===== src/rtl/pgm_snd_pkg.sv =====
// Shared constants and width helpers for the PGM 68k<->Z80 sound-latch bridge.
package pgm_snd_pkg;

    // Bit positions inside the 68k control-register write data.
    localparam int CTRL_Z80_RST = 0;
    localparam int CTRL_OVF_CLR = 1;

    // m_status is three NUM_CH-wide fields; offset of a field = slot * NUM_CH.
    localparam int ST_NE_SLOT  = 0;
    localparam int ST_RV_SLOT  = 1;
    localparam int ST_OVF_SLOT = 2;

    function automatic int ch_w(input int n);
        return (n <= 2) ? 1 : $clog2(n);
    endfunction

    function automatic int cnt_w(input int d);
        return $clog2(d + 1);
    endfunction

endpackage


===== src/rtl/pgm_latch_fifo.sv =====
// Single-channel 68k->Z80 latch FIFO; an empty pop re-presents the last popped value.
module pgm_latch_fifo
    import pgm_snd_pkg::*;
#(
    parameter int DATA_W = 8,
    parameter int DEPTH  = 4
) (
    input  logic              clk_i,
    input  logic              reset_i,
    input  logic              push_i,
    input  logic              pop_i,
    input  logic [DATA_W-1:0] din_i,
    output logic [DATA_W-1:0] rd_val_o,
    output logic              nonempty_o,
    output logic              ovf_o
);
    localparam int PTR_W = $clog2(DEPTH);
    localparam int CNT_W = cnt_w(DEPTH);

    logic [DATA_W-1:0] mem_q [DEPTH];
    logic [PTR_W-1:0]  wr_ptr_q, rd_ptr_q;
    logic [CNT_W-1:0]  count_q;
    logic [DATA_W-1:0] last_q;
    logic              full, empty, pop_ok, push_ok;

    assign full  = (count_q == CNT_W'(DEPTH));
    assign empty = (count_q == '0);
    assign pop_ok  = pop_i & ~empty;
    // A same-cycle pop frees a slot, so a push into a full FIFO still lands.
    assign push_ok = push_i & (~full | pop_ok);

    always_ff @(posedge clk_i) begin
        if (reset_i) begin
            wr_ptr_q <= '0;
            rd_ptr_q <= '0;
            count_q  <= '0;
            last_q   <= '1;
        end else begin
            if (push_ok) wr_ptr_q <= wr_ptr_q + 1'b1;
            if (pop_ok) begin
                rd_ptr_q <= rd_ptr_q + 1'b1;
                last_q   <= mem_q[rd_ptr_q];
            end
            count_q <= count_q + CNT_W'(push_ok) - CNT_W'(pop_ok);
        end
    end

    always_ff @(posedge clk_i) begin
        if (push_ok) mem_q[wr_ptr_q] <= din_i;
    end

    assign rd_val_o   = empty ? last_q : mem_q[rd_ptr_q];
    assign nonempty_o = ~empty;
    assign ovf_o      = push_i & ~push_ok;

endmodule


===== src/rtl/pgm_sndlatch_bridge.sv =====
// Parametrised 68k<->Z80 sound-latch bridge: per-channel FIFOs, reply registers, Z80 INT/reset.
// Optional NMI pulse generator enabled by defining PGM_SNDLATCH_NMI_EN.
module pgm_sndlatch_bridge
    import pgm_snd_pkg::*;
#(
    parameter int                NUM_CH    = 3,
    parameter int                DATA_W    = 8,
    parameter int                DEPTH     = 4,
    parameter logic [NUM_CH-1:0] INT_MASK  = 3'b001,
    parameter int                NMI_PULSE = 16,
    localparam int               CH_W      = ch_w(NUM_CH)
) (
    input  logic                  fixed_20m_clk,
    input  logic                  reset,
    input  logic                  m_sel,
    input  logic                  m_we,
    input  logic [CH_W-1:0]       m_ch,
    input  logic [DATA_W-1:0]     m_din,
    output logic [DATA_W-1:0]     m_dout,
    input  logic                  m_ctrl_we,
    output logic [3*NUM_CH-1:0]   m_status,
    input  logic                  z_sel,
    input  logic                  z_we,
    input  logic [CH_W-1:0]       z_ch,
    input  logic [DATA_W-1:0]     z_din,
    output logic [DATA_W-1:0]     z_dout,
    output logic                  z_int_n,
    output logic                  z_nmi_n,
    output logic                  z80_reset_out
);
    // Both sides are single-cycle strobes (sel qualifies we/ch/data); there is no
    // back-pressure, so every strobe is acted on or dropped in the cycle it appears.

    logic [NUM_CH-1:0]             m_push, m_rd, z_pop, z_wr;
    logic [NUM_CH-1:0]             fifo_ne, fifo_ovf;
    logic [NUM_CH-1:0][DATA_W-1:0] fifo_rd_val;
    logic [NUM_CH-1:0][DATA_W-1:0] reply_q, reply_d;
    logic [NUM_CH-1:0]             rv_q, rv_d, ovf_q, ovf_d;
    logic [DATA_W-1:0]             m_dout_q, m_dout_d, z_dout_q, z_dout_d;
    logic [DATA_W-1:0]             m_rd_val, z_rd_val;
    logic                          z80_rst_q, z80_rst_d, int_n_q, int_n_d;
    logic                          z_act;

    // The Z80 side is inert while it is held in reset.
    assign z_act = z_sel & ~z80_rst_q;

    for (genvar i = 0; i < NUM_CH; i++) begin : g_ch
        localparam logic [CH_W-1:0] IDX = CH_W'(i);
        assign m_push[i] = m_sel & m_we  & (m_ch == IDX);
        assign m_rd[i]   = m_sel & ~m_we & (m_ch == IDX);
        assign z_pop[i]  = z_act & ~z_we & (z_ch == IDX);
        assign z_wr[i]   = z_act & z_we  & (z_ch == IDX);

        pgm_latch_fifo #(.DATA_W(DATA_W), .DEPTH(DEPTH)) u_fifo (
            .clk_i      (fixed_20m_clk),
            .reset_i    (reset),
            .push_i     (m_push[i]),
            .pop_i      (z_pop[i]),
            .din_i      (m_din),
            .rd_val_o   (fifo_rd_val[i]),
            .nonempty_o (fifo_ne[i]),
            .ovf_o      (fifo_ovf[i])
        );
    end

    // Out-of-range channel indices fall through to all-ones.
    always_comb begin
        m_rd_val = '1;
        z_rd_val = '1;
        for (int i = 0; i < NUM_CH; i++) begin
            if (m_ch == CH_W'(i)) m_rd_val = reply_q[i];
            if (z_ch == CH_W'(i)) z_rd_val = fifo_rd_val[i];
        end
    end

    always_comb begin
        reply_d   = reply_q;
        rv_d      = rv_q;
        ovf_d     = ovf_q;
        m_dout_d  = m_dout_q;
        z_dout_d  = z_dout_q;
        z80_rst_d = z80_rst_q;
        if (m_ctrl_we) begin
            z80_rst_d = m_din[CTRL_Z80_RST];
            if (m_din[CTRL_OVF_CLR]) ovf_d = '0;
        end
        ovf_d = ovf_d | fifo_ovf;
        // Reply write is evaluated after the read clear so a same-cycle set wins.
        for (int i = 0; i < NUM_CH; i++) begin
            if (m_rd[i]) rv_d[i] = 1'b0;
            if (z_wr[i]) begin
                reply_d[i] = z_din;
                rv_d[i]    = 1'b1;
            end
        end
        if (m_sel && !m_we) m_dout_d = m_rd_val;
        if (z_act && !z_we) z_dout_d = z_rd_val;
        int_n_d = ~|(fifo_ne & INT_MASK);
    end

    always_ff @(posedge fixed_20m_clk) begin
        if (reset) begin
            reply_q   <= '0;
            rv_q      <= '0;
            ovf_q     <= '0;
            m_dout_q  <= '0;
            z_dout_q  <= '1;
            z80_rst_q <= 1'b1;
            int_n_q   <= 1'b1;
        end else begin
            reply_q   <= reply_d;
            rv_q      <= rv_d;
            ovf_q     <= ovf_d;
            m_dout_q  <= m_dout_d;
            z_dout_q  <= z_dout_d;
            z80_rst_q <= z80_rst_d;
            int_n_q   <= int_n_d;
        end
    end

    assign m_dout        = m_dout_q;
    assign z_dout        = z_dout_q;
    assign z_int_n       = int_n_q;
    assign z80_reset_out = z80_rst_q;

    assign m_status[ST_NE_SLOT*NUM_CH  +: NUM_CH] = fifo_ne;
    assign m_status[ST_RV_SLOT*NUM_CH  +: NUM_CH] = rv_q;
    assign m_status[ST_OVF_SLOT*NUM_CH +: NUM_CH] = ovf_q;

`ifdef PGM_SNDLATCH_NMI_EN
    localparam int NMI_W = $clog2(NMI_PULSE + 1);
    logic [NMI_W-1:0] nmi_cnt_q, nmi_cnt_d;

    // Each accepted channel-0 push (re)loads the full pulse width.
    always_comb begin
        nmi_cnt_d = nmi_cnt_q;
        if (m_push[0] && !fifo_ovf[0] && !z80_rst_q) nmi_cnt_d = NMI_W'(NMI_PULSE);
        else if (nmi_cnt_q != '0)                     nmi_cnt_d = nmi_cnt_q - 1'b1;
    end

    always_ff @(posedge fixed_20m_clk) begin
        if (reset) nmi_cnt_q <= '0;
        else       nmi_cnt_q <= nmi_cnt_d;
    end

    assign z_nmi_n = (nmi_cnt_q == '0);
`else
    assign z_nmi_n = 1'b1;
`endif

endmodule


===== config.mk =====
export PLATFORM = sky130hd
export DESIGN_NAME = pgm_sndlatch_bridge
export DESIGN_NICKNAME = d
export VERILOG_FILES = /design/src/rtl/pgm_snd_pkg.sv /design/src/rtl/pgm_latch_fifo.sv /design/src/rtl/pgm_sndlatch_bridge.sv
export SDC_FILE = /design/constraint.sdc
export NUM_CORES = 1
export LEC_CHECK = 0
export CORE_MARGIN = 2
export CORE_UTILIZATION = 45
export DETAILED_ROUTE_END_ITERATION = 16
export PLACE_DENSITY = 0.61
export SYNTH_ARGS = -nofsm -noshare
export SYNTH_HDL_FRONTEND = slang
export SYNTH_SLANG_ARGS = --single-unit

===== constraint.sdc =====
create_clock -name fixed_20m_clk -period 4.29 [get_ports fixed_20m_clk]
set_clock_uncertainty 0.1 [all_clocks]
set_input_delay 0.858 -clock fixed_20m_clk [delete_from_list [all_inputs] [get_ports fixed_20m_clk]]
set_output_delay 0.858 -clock fixed_20m_clk [all_outputs]
set_load 0.05 [all_outputs]

After elaboration in Yosys (flattened, before gate mapping)
Memories as Yosys holds them, arrays and structs flattened. A register that Yosys moved wholly into a read port is not among the register bits.
Index checks and enable logic that the tools add are counted.

word-level totals
  flip-flop bits (word level) = 93
  bits in writable memories = 96
  bits of input ports = 27
  output and inout bits = 28
  logic and storage cells = 128
  memories = 3

operators by class
  add/subtract/negate cells = 12
  equality and inequality tests = 7
  muxes and demuxes = 29
  bitwise gates (word level) = 42
  reductions and logical operators = 12

memories
  name                  words  bits a word  rd ports  clocked after memory_dff  write ports  line                  source
  g_ch[0].u_fifo.mem_q  4      8            1         1                         1            pgm_latch_fifo.sv:20  logic [DATA_W-1:0] mem_q [DEPTH];
  g_ch[1].u_fifo.mem_q  4      8            1         1                         1            pgm_latch_fifo.sv:20
  g_ch[2].u_fifo.mem_q  4      8            1         1                         1            pgm_latch_fifo.sv:20

operator list
  kind                 number
  $mux 8               9
  $and 1x1->1          26
  $add 2x1->2 const B  6
  $mux 1               12
  $mux 2               6
  $not 1->1            12
  $add 3x1->3          3
  $eq 3x3->1 const B   3
  $logic_not 3->1      3
  $sub 3x1->3          3
  $mux 3               2
  $reduce_bool 2->1    3
  $eq 2x1->1 const B   2
  $eq 2x2->1 const B   2
  $logic_not 2->1      2
  $or 1x1->1           3
  $or 3x3->3           1
  $logic_and 1x1->1    2
  $logic_not 1->1      2

Depth between registers and ports, before layout
Gate-level depths: netlist of run 1.

  word-level depth = 10
  gate-level depth with buffers = 12
  gate-level depth less buffers = 11

Modules after synthesis
A second synthesis of run 1 with hierarchy kept.

unflattened totals
  cells, all modules = 646
  area total of the unflattened synthesis = 8174.1 um^2

by module, submodules not included
  module               instances  cells each  area each (um^2)  sequential area each (um^2)
  pgm_latch_fifo       3          138         2000.7            1301.2
  pgm_sndlatch_bridge  1          232         2172.1            960.9

Least setup slack after synthesis of run 1
OpenSTA, ideal clock, no wires.

  path kind = input to register
  from = input z_we
  to = register g_ch[0].u_fifo.count_q[2]
  library setup time = 128 ps
  arrival = 2925 ps
  data required time = 4062 ps
  path slack = 1137 ps
  cell stages on the path = 11
  path buffers = 1
  path through = or3b_1 buf_6 or3_4 clkinv_1 ha_1 inv_1 ha_1 fa_1 xnor2_1 xnor2_1 nor2_1

between the ends
  word-level cells in the longest chain between the ends = 8

ends and longest elaborated chain
  element                        line                       source
  from (decl)                    pgm_sndlatch_bridge.sv:23  input logic z_we,
  $not 1->1 (*)                  pgm_sndlatch_bridge.sv:51  assign z_pop[i] = z_act & ~z_we & (z_ch == IDX);
  $and 1x1->1 (*) (2 in series)  pgm_sndlatch_bridge.sv:51
  $and 1x1->1 (*)                pgm_latch_fifo.sv:28       assign pop_ok = pop_i & ~empty;
  via g_ch[0].u_fifo.pop_ok      pgm_latch_fifo.sv:24       logic full, empty, pop_ok, push_ok;
  $or 1x1->1                     pgm_latch_fifo.sv:30       assign push_ok = push_i & (~full | pop_ok);
  $and 1x1->1                    pgm_latch_fifo.sv:30
  $add 3x1->3                    pgm_latch_fifo.sv:44       count_q <= count_q + CNT_W'(push_ok) - CNT_W'(pop_ok);
  $sub 3x1->3 (*)                pgm_latch_fifo.sv:44
  to (signal assigned)           pgm_latch_fifo.sv:44
  to (decl)                      pgm_latch_fifo.sv:22       logic [CNT_W-1:0] count_q;

Mark *: on every way through the listed nets, which the timed path passes. The rest lies on a longest branch.
A chain may end at the register's enable or synchronous reset.

Worst setup path in the final report of run 1
  from = register g_ch[0].u_fifo.count_q[1]
  to = output m_status[0]

between the ends
  word-level cells in the longest chain between the ends = 2

ends and longest elaborated chain
  element          line                       source
  $logic_not 3->1  pgm_latch_fifo.sv:27       assign empty = (count_q == '0);
  $not 1->1        pgm_latch_fifo.sv:53       assign nonempty_o = ~empty;
  to (decl)        pgm_sndlatch_bridge.sv:21  output logic [3*NUM_CH-1:0] m_status,

No other way between the ends.

==> results.cfg, run 1 <==
[run_status]
status = completed

[placement]
dp_hpwl_um = 13000
portBuffers = 53
globalplace.congestion = 0.867
post-place-ws_ns = 0.335
placed_cells = 923
dpl_cell_area_um2 = 8780

[synthesis]
syn_area_um2 = 8070
synth_top_area_share_pct = 35.7
ys_types = 48
synth_area_leaders = edfxtp_1, dfxtp_1, mux4_2, nand2_1, a21oi_1
synth_edf_count = 96
netlist_instances = 673
syn_area_per_cell_um2 = 12.0
ys_warn_count = 0
yosys-top-cells-count = nand2_1, dfxtp_1, edfxtp_1, a21oi_1, nor2_1
ys_ff_latch = 195
synth_ff_type = dfxtp_1
yosysMostFrequentCell = nand2_1
async_flop_share_pct = 0
synth_top_cell_by_area = edfxtp_1
syn_nets = 721
synth.yosys.seq_area_share_pct = 60.3

[die]
core-area_um2 = 17400
die_h_um = 138
start_util_pct = 46.3
rows = 48
die_w_um = 138
ios = 55
die_area_um2 = 19000

[grt]
grt_pass1_vias = 5148
antenna_found_initial = 0
grt-ovfl-total = 0
track_usage_pct = 20.6
grt_start_max_net_pins = 57
grt_pass1_wl_um = 28700

[setup_path]
path_max_fanout = 10
r2r_cells = 11
rr_startpoint = g_ch[1].u_fifo.count_q[1]
start_kind = flop
end_kind = primary output
criticalPathCategory = flop to primary output
timing.reg2reg.setup_slack_ns = 1.02
worstPathArrival_ns = 2.76
crit_required_ns = 3.33
r2r-end = g_ch[1].u_fifo.count_q[2]

[route]
postRouteAntennaNets = 0
avgRoutedWirePerCell_um = 19.5
drc = 0
first_pass_iters = 5
num_vias = 5292
viasPerCell = 5.54
postRouteWirelength_um = 18700
drt_iter0_drc = 401

[sta]
slew_headroom_pct = 43.5
fin_crit_sh_pct = 86.7
fmax_mhz = 269
min_period_ns = 3.72
hold_violations = 0
rsz0062_at_grt = no
final-setup-viol-count = 0
finalSetupTns_ns = 0
drv_slew = 0
setup_ws_ns = 0.572
worstMarginPinSlew_ns = 0.844

[clock_tree]
ctsLongestPathBuffers = 2
cts_tree = built
clk_pin_slew_ns = 0.07
root_buffer = clkbuf_16
worstSkewPairLatency_ns = 0.44
hold_buffers = 0
postCtsSetupRepairBufs = 0
h-tree-depth = 4
clock-sinks = 195
post_cts_resized = 0
numCtsBuffers = 17

[run]
maxCapViolCount = 0

[min_path]
holdCritPathClass = flop to flop
worstHoldStart = m_dout[5]
hold_depth = 2
holdPathEnd = m_dout[5]

[power_and_ir_drop]
power_density_nw_per_um2 = 410
swShare_pct = 22.6
leakagePower_nw = 3.30
internal-power_mw = 2.98
irDropWorstVdd_v = 0.000381
combinationalPowerShare_pct = 5.9
pwr-share-clk_pct = 42.6
p_switching_mw = 0.868
p_seq_share_pct = 51.4

[layout]
fin_cells = 955
drive_gt1_share_pct = 11.8
n_antenna_cell = 0
seqCellArea_um2 = 4860
fill_cells = 1464
area_growth_pct = 16.4
nets = 765
multi_input_area_um2 = 2920
postLayoutCellArea_um2 = 9390
[final cells by class]
type                       instances  area share [%]
sequential                       195            51.8
tap                              225            3.00
inverter                          26            1.04
clock buffer                      19            4.61
timing repair buffer              65            6.56
multi-input combinational        412            31.1
clock inverter                    13            1.83
[critical path: stages, from the launching register on]
cell,delay (ns)
dfxtp_1,0.36
nor3_2,0.59
clkinv_1,0.54
clkdlybuf4s50_1,0.84
[per-stage QoR]
stage	utilization, %	hold slack, ns	total power, mW
2_1_floorplan	-	0.333	2.15
3_3_place_gp	50.4	0.344	2.25
3_5_place_dp	50.4	0.346	2.25
4_1_cts	53.9	0.356	3.88
5_1_grt	53.9	0.374	3.96
6_report	53.9	0.356	3.85
[routing by layer]
metal / wire (um) / GRT usage (%) / up-vias
li1: - / - / 2513
met1: 8510 / 27.9 / 2635
met2: 9130 / 33.2 / 122
met3: 722 / 4.13 / 22
met4: 295 / 6.86 / 0
met5: 0 / 0 / -
[worst max-delay path by stage]
stage	from	to	slack (ns)	cells after the start
finish	g_ch[0].u_fifo.count_q[1]	m_status[0]	0.57	3
global route	g_ch[0].u_fifo.count_q[1]	m_status[0]	0.41	3
CTS	g_ch[0].u_fifo.count_q[1]	m_status[0]	0.59	3
detailed placement	z_sel	g_ch[1].u_fifo.count_q[2]	0.34	11
global placement	z_sel	g_ch[1].u_fifo.count_q[2]	0.44	11
floorplan	z_we	g_ch[0].u_fifo.count_q[2]	1.14	11
[cells in the final DEF (no fill, tap or decap), types with 3 or more instances in the layout]
cell and n:
a21oi_1 57, a221o_1 3, a22oi_1 11, a2bb2oi_1 5
a31oi_1 5, and3_1 12, buf_4 12, bufinv_16 3
clkbuf_16 17, clkdlybuf4s50_1 52, clkinv_1 4, dfxtp_1 99
edfxtp_1 96, fa_1 3, ha_1 18, inv_1 22
inv_6 3, inv_8 3, mux2_2 13, mux2i_1 8
mux4_2 24, nand2_1 100, nand2b_1 5, nand3_1 8
nand3b_1 26, nor2_1 32, nor2b_1 10, o211a_1 3
o211ai_1 3, o21ai_0 29, o221ai_1 8, xnor2_1 8
[state kept, by name, indices dropped and copies added, names as in the netlist, named ones only]
signal and cells:
g_ch.u_fifo.count_q 9, g_ch.u_fifo.last_q 24, g_ch.u_fifo.mem_q 96, g_ch.u_fifo.rd_ptr_q 6, g_ch.u_fifo.wr_ptr_q 6, m_dout 8
ovf_q 3, reply_q 24, rv_q 3, z80_reset_out 1, z_dout 8, z_int_n 1
[cell families after synthesis]
| family | Yosys count | synth area share (%) |
|---|---|---|
| muxes | 45 | 9.51 |
| other | 1 | 0.0465 |
| DFF | 195 | 60.3 |
| AOI/OAI and AO/OA | 126 | 9.40 |
| and+or+nand+nor | 209 | 12.7 |
| xor gates and xnor gates | 10 | 1.09 |
| adders and majority gates | 21 | 3.54 |
| buffers and inverters | 66 | 3.46 |
[power by group through the flow]
stage | logic, mW | registers (mW) | clock network, mW
2_1_floorplan | 0.106 | 2.05 | 0
3_3_place_gp | 0.224 | 2.02 | 0
3_5_place_dp | 0.228 | 2.02 | 0
4_1_cts | 0.229 | 1.98 | 1.67
5_1_grt | 0.246 | 1.98 | 1.73
6_report | 0.229 | 1.98 | 1.64
No activity file was read; power rests on OpenSTA's default activity.
==> run 2, diff against run 1 <==
Settings changed: ABC_AREA set to 1, PLACE_DENSITY 0.61 to 0.6.
==> run 2 against run 1 <==
First-iteration DRC count is 11% lower. Critical path depth stayed put. Clock power is 10% lower. Global-route usage is 1.3 points lower. Sequential share of layout area is 1.3 points lower. Critical path type unchanged. Largest cell class unchanged.
==> results.cfg, run 2 <==
[layout]
top_register = g_ch.u_fifo.mem_q
reg_top3 = g_ch.u_fifo.mem_q: 96 flops, g_ch.u_fifo.last_q: 24 flops, reply_q: 24 flops
largest_reg_flops = 96
n_antenna_cell = 0
mostFrequentLayoutCells = nand2_1, dfxtp_1, edfxtp_1
layout_commonest_cell = nand2_1
area_growth_pct = 14.1
drive_gt1_share_pct = 9.68
nets = 996

[power_and_ir_drop]
irDropWorstVdd_v = 0.000275
pwr-share-clk_pct = 39.8
swShare_pct = 24.3
combinationalPowerShare_pct = 6.6
p_seq_share_pct = 53.6
p_switching_mw = 0.898
power_mw = 3.70
internal-power_mw = 2.80
leakagePower_nw = 3.87
power_density_nw_per_um2 = 385

[placement]
globalplace.congestion = 0.863
portBuffers = 53
dp_hpwl_um = 12600

[synthesis]
synth_area_leaders = edfxtp_1, dfxtp_1, nand2_1, nand3_1, a21oi_1
synth_top_cell_by_area = edfxtp_1
ys_ff_latch = 195
yosysMostFrequentCell = nand2_1
ys_warn_count = 0
yosys-top-cells-count = nand2_1, dfxtp_1, edfxtp_1, nand3_1, inv_1
synth_edf_count = 96
syn_area_um2 = 8430
async_flop_share_pct = 0
netlist_instances = 907
syn_area_per_cell_um2 = 9.30
synth.yosys.seq_area_share_pct = 57.7
ys_types = 38
syn_nets = 955
synth_ff_type = dfxtp_1
synth_top_area_share_pct = 34.2

[run_status]
status = completed

[setup_path]
slowest_stage = clkdlybuf4s50_1
critPathMaxStageDelay_ns = 0.88
crit_required_ns = 3.33
start_kind = flop
path_cells = nor2_4, nand2_1, clkdlybuf4s50_1
path_max_fanout = 11
criticalPathCategory = flop to primary output
worstPathArrival_ns = 2.19
end_kind = primary output

[min_path]
holdCritPathClass = flop to flop

[clock_tree]
h-tree-depth = 4
worstSkewPairLatency_ns = 0.43
post_cts_resized = 0
hold_buffers = 0
ctsLongestPathBuffers = 2
numCtsBuffers = 17
clock-sinks = 195
cts_tree = built
root_buffer = clkbuf_16
clk_pin_slew_ns = 0.07
postCtsSetupRepairBufs = 0

[sta]
min_period_ns = 3.15
worstMarginPinSlew_ns = 0.772
hold_violations = 0
fin_crit_sh_pct = 73.3
slew_headroom_pct = 48.3
fmax_mhz = 318
final-setup-viol-count = 0
hold_slack_ns = 0.349
rsz0062_at_grt = no
finalSetupTns_ns = 0
drv_slew = 0

[grt]
grt-ovfl-total = 0
grt_pass1_wl_um = 29500
grt_start_max_net_pins = 34
antenna_found_initial = 0
track_usage_pct = 19.3
grt_pass1_vias = 5675

[route]
drt_iter0_drc = 356
viasPerCell = 4.92
postRouteWirelength_um = 17900
num_vias = 5875
first_pass_iters = 4
postRouteAntennaNets = 0
drc = 0
avgRoutedWirePerCell_um = 15.0

[run]
maxCapViolCount = 0

[die]
ios = 55
die_h_um = 141
rows = 50
core-area_um2 = 18500
die_area_um2 = 19800
start_util_pct = 45.5
die_w_um = 141
==> run 2: per-layer routing <==
layer	track usage (%)	vias to the layer above	routed length [um]
met2	31.5	67	8540
met3	4.28	11	526
li1	-	3084	-
met5	0	-	0
met4	4.42	0	160
met1	26.5	2713	8710
==> run 2: power groups by stage <==
stage,clock network [mW],logic [mW],registers [mW]
final,1.47,0.245,1.98
after global routing,1.57,0.272,1.98
after CTS,1.50,0.248,1.98
after detailed placement,0,0.247,2.03
after global placement,0,0.246,2.02
after floorplan,0,0.123,2.05
==> run 2: cells by family (layout without fill, tap and decap cells) <==
| kind of cell | after synthesis | in the layout | share of synthesized area (%) |
|---|---|---|---|
| flip-flops | 195 | 195 | 57.7 |
| buffers and inverters | 138 | 192 | 7.15 |
| AO/OA/AOI/OAI | 148 | 148 | 10.6 |
| AND/OR/NAND/NOR | 401 | 401 | 20.9 |
| adder cells (fa/ha/maj) | 21 | 21 | 3.38 |
| other | 1 | 1 | 0.0445 |
| XOR/XNOR | 3 | 3 | 0.312 |
==> run 2: final timing paths <==
path / startpoint / to / slack, ns / cells past startpoint
worst min-delay path: reply_q[19] / reply_q[19] / 0.35 / 2
worst min register to register: reply_q[19] / reply_q[19] / 0.35 / 2
worst max register to register: g_ch[2].u_fifo.count_q[1] / g_ch[2].u_fifo.count_q[2] / 1.57 / 10
worst max-delay path: g_ch[0].u_fifo.count_q[1] / m_status[0] / 1.14 / 3
==> run 2: final cells by class <==
cell class | count | area [um^2]
flip-flops and latches | 195 | 4860
clock inverters | 13 | 103
well taps | 234 | 293
repair buffers | 60 | 583
clock buffers | 19 | 433
inverters | 100 | 380
multi-input cells | 574 | 2960
fillers | 1729 | 8900
==> run 2: critical path, delay by kind of cell, from the launching register on <==
kind	cells	cell delay [ns]
DFF	1	0.45
and+or+nand+nor	2	0.43
buffers and inverters	1	0.88
==> run 2: through the flow <==
| stage | instances | worst slack (ns) | util, % | area, um^2 |
|---|---|---|---|---|
| after floorplan | 907 | 1.57 | - | 8430 |
| after global placement | 1163 | 0.832 | 49.1 | 9080 |
| after detailed placement | 1163 | 0.805 | 49.1 | 9080 |
| after CTS | 1195 | 1.12 | 52.0 | 9620 |
| after global routing | 1195 | 1.02 | 52.0 | 9620 |
| final | 1195 | 1.14 | 52.0 | 9620 |
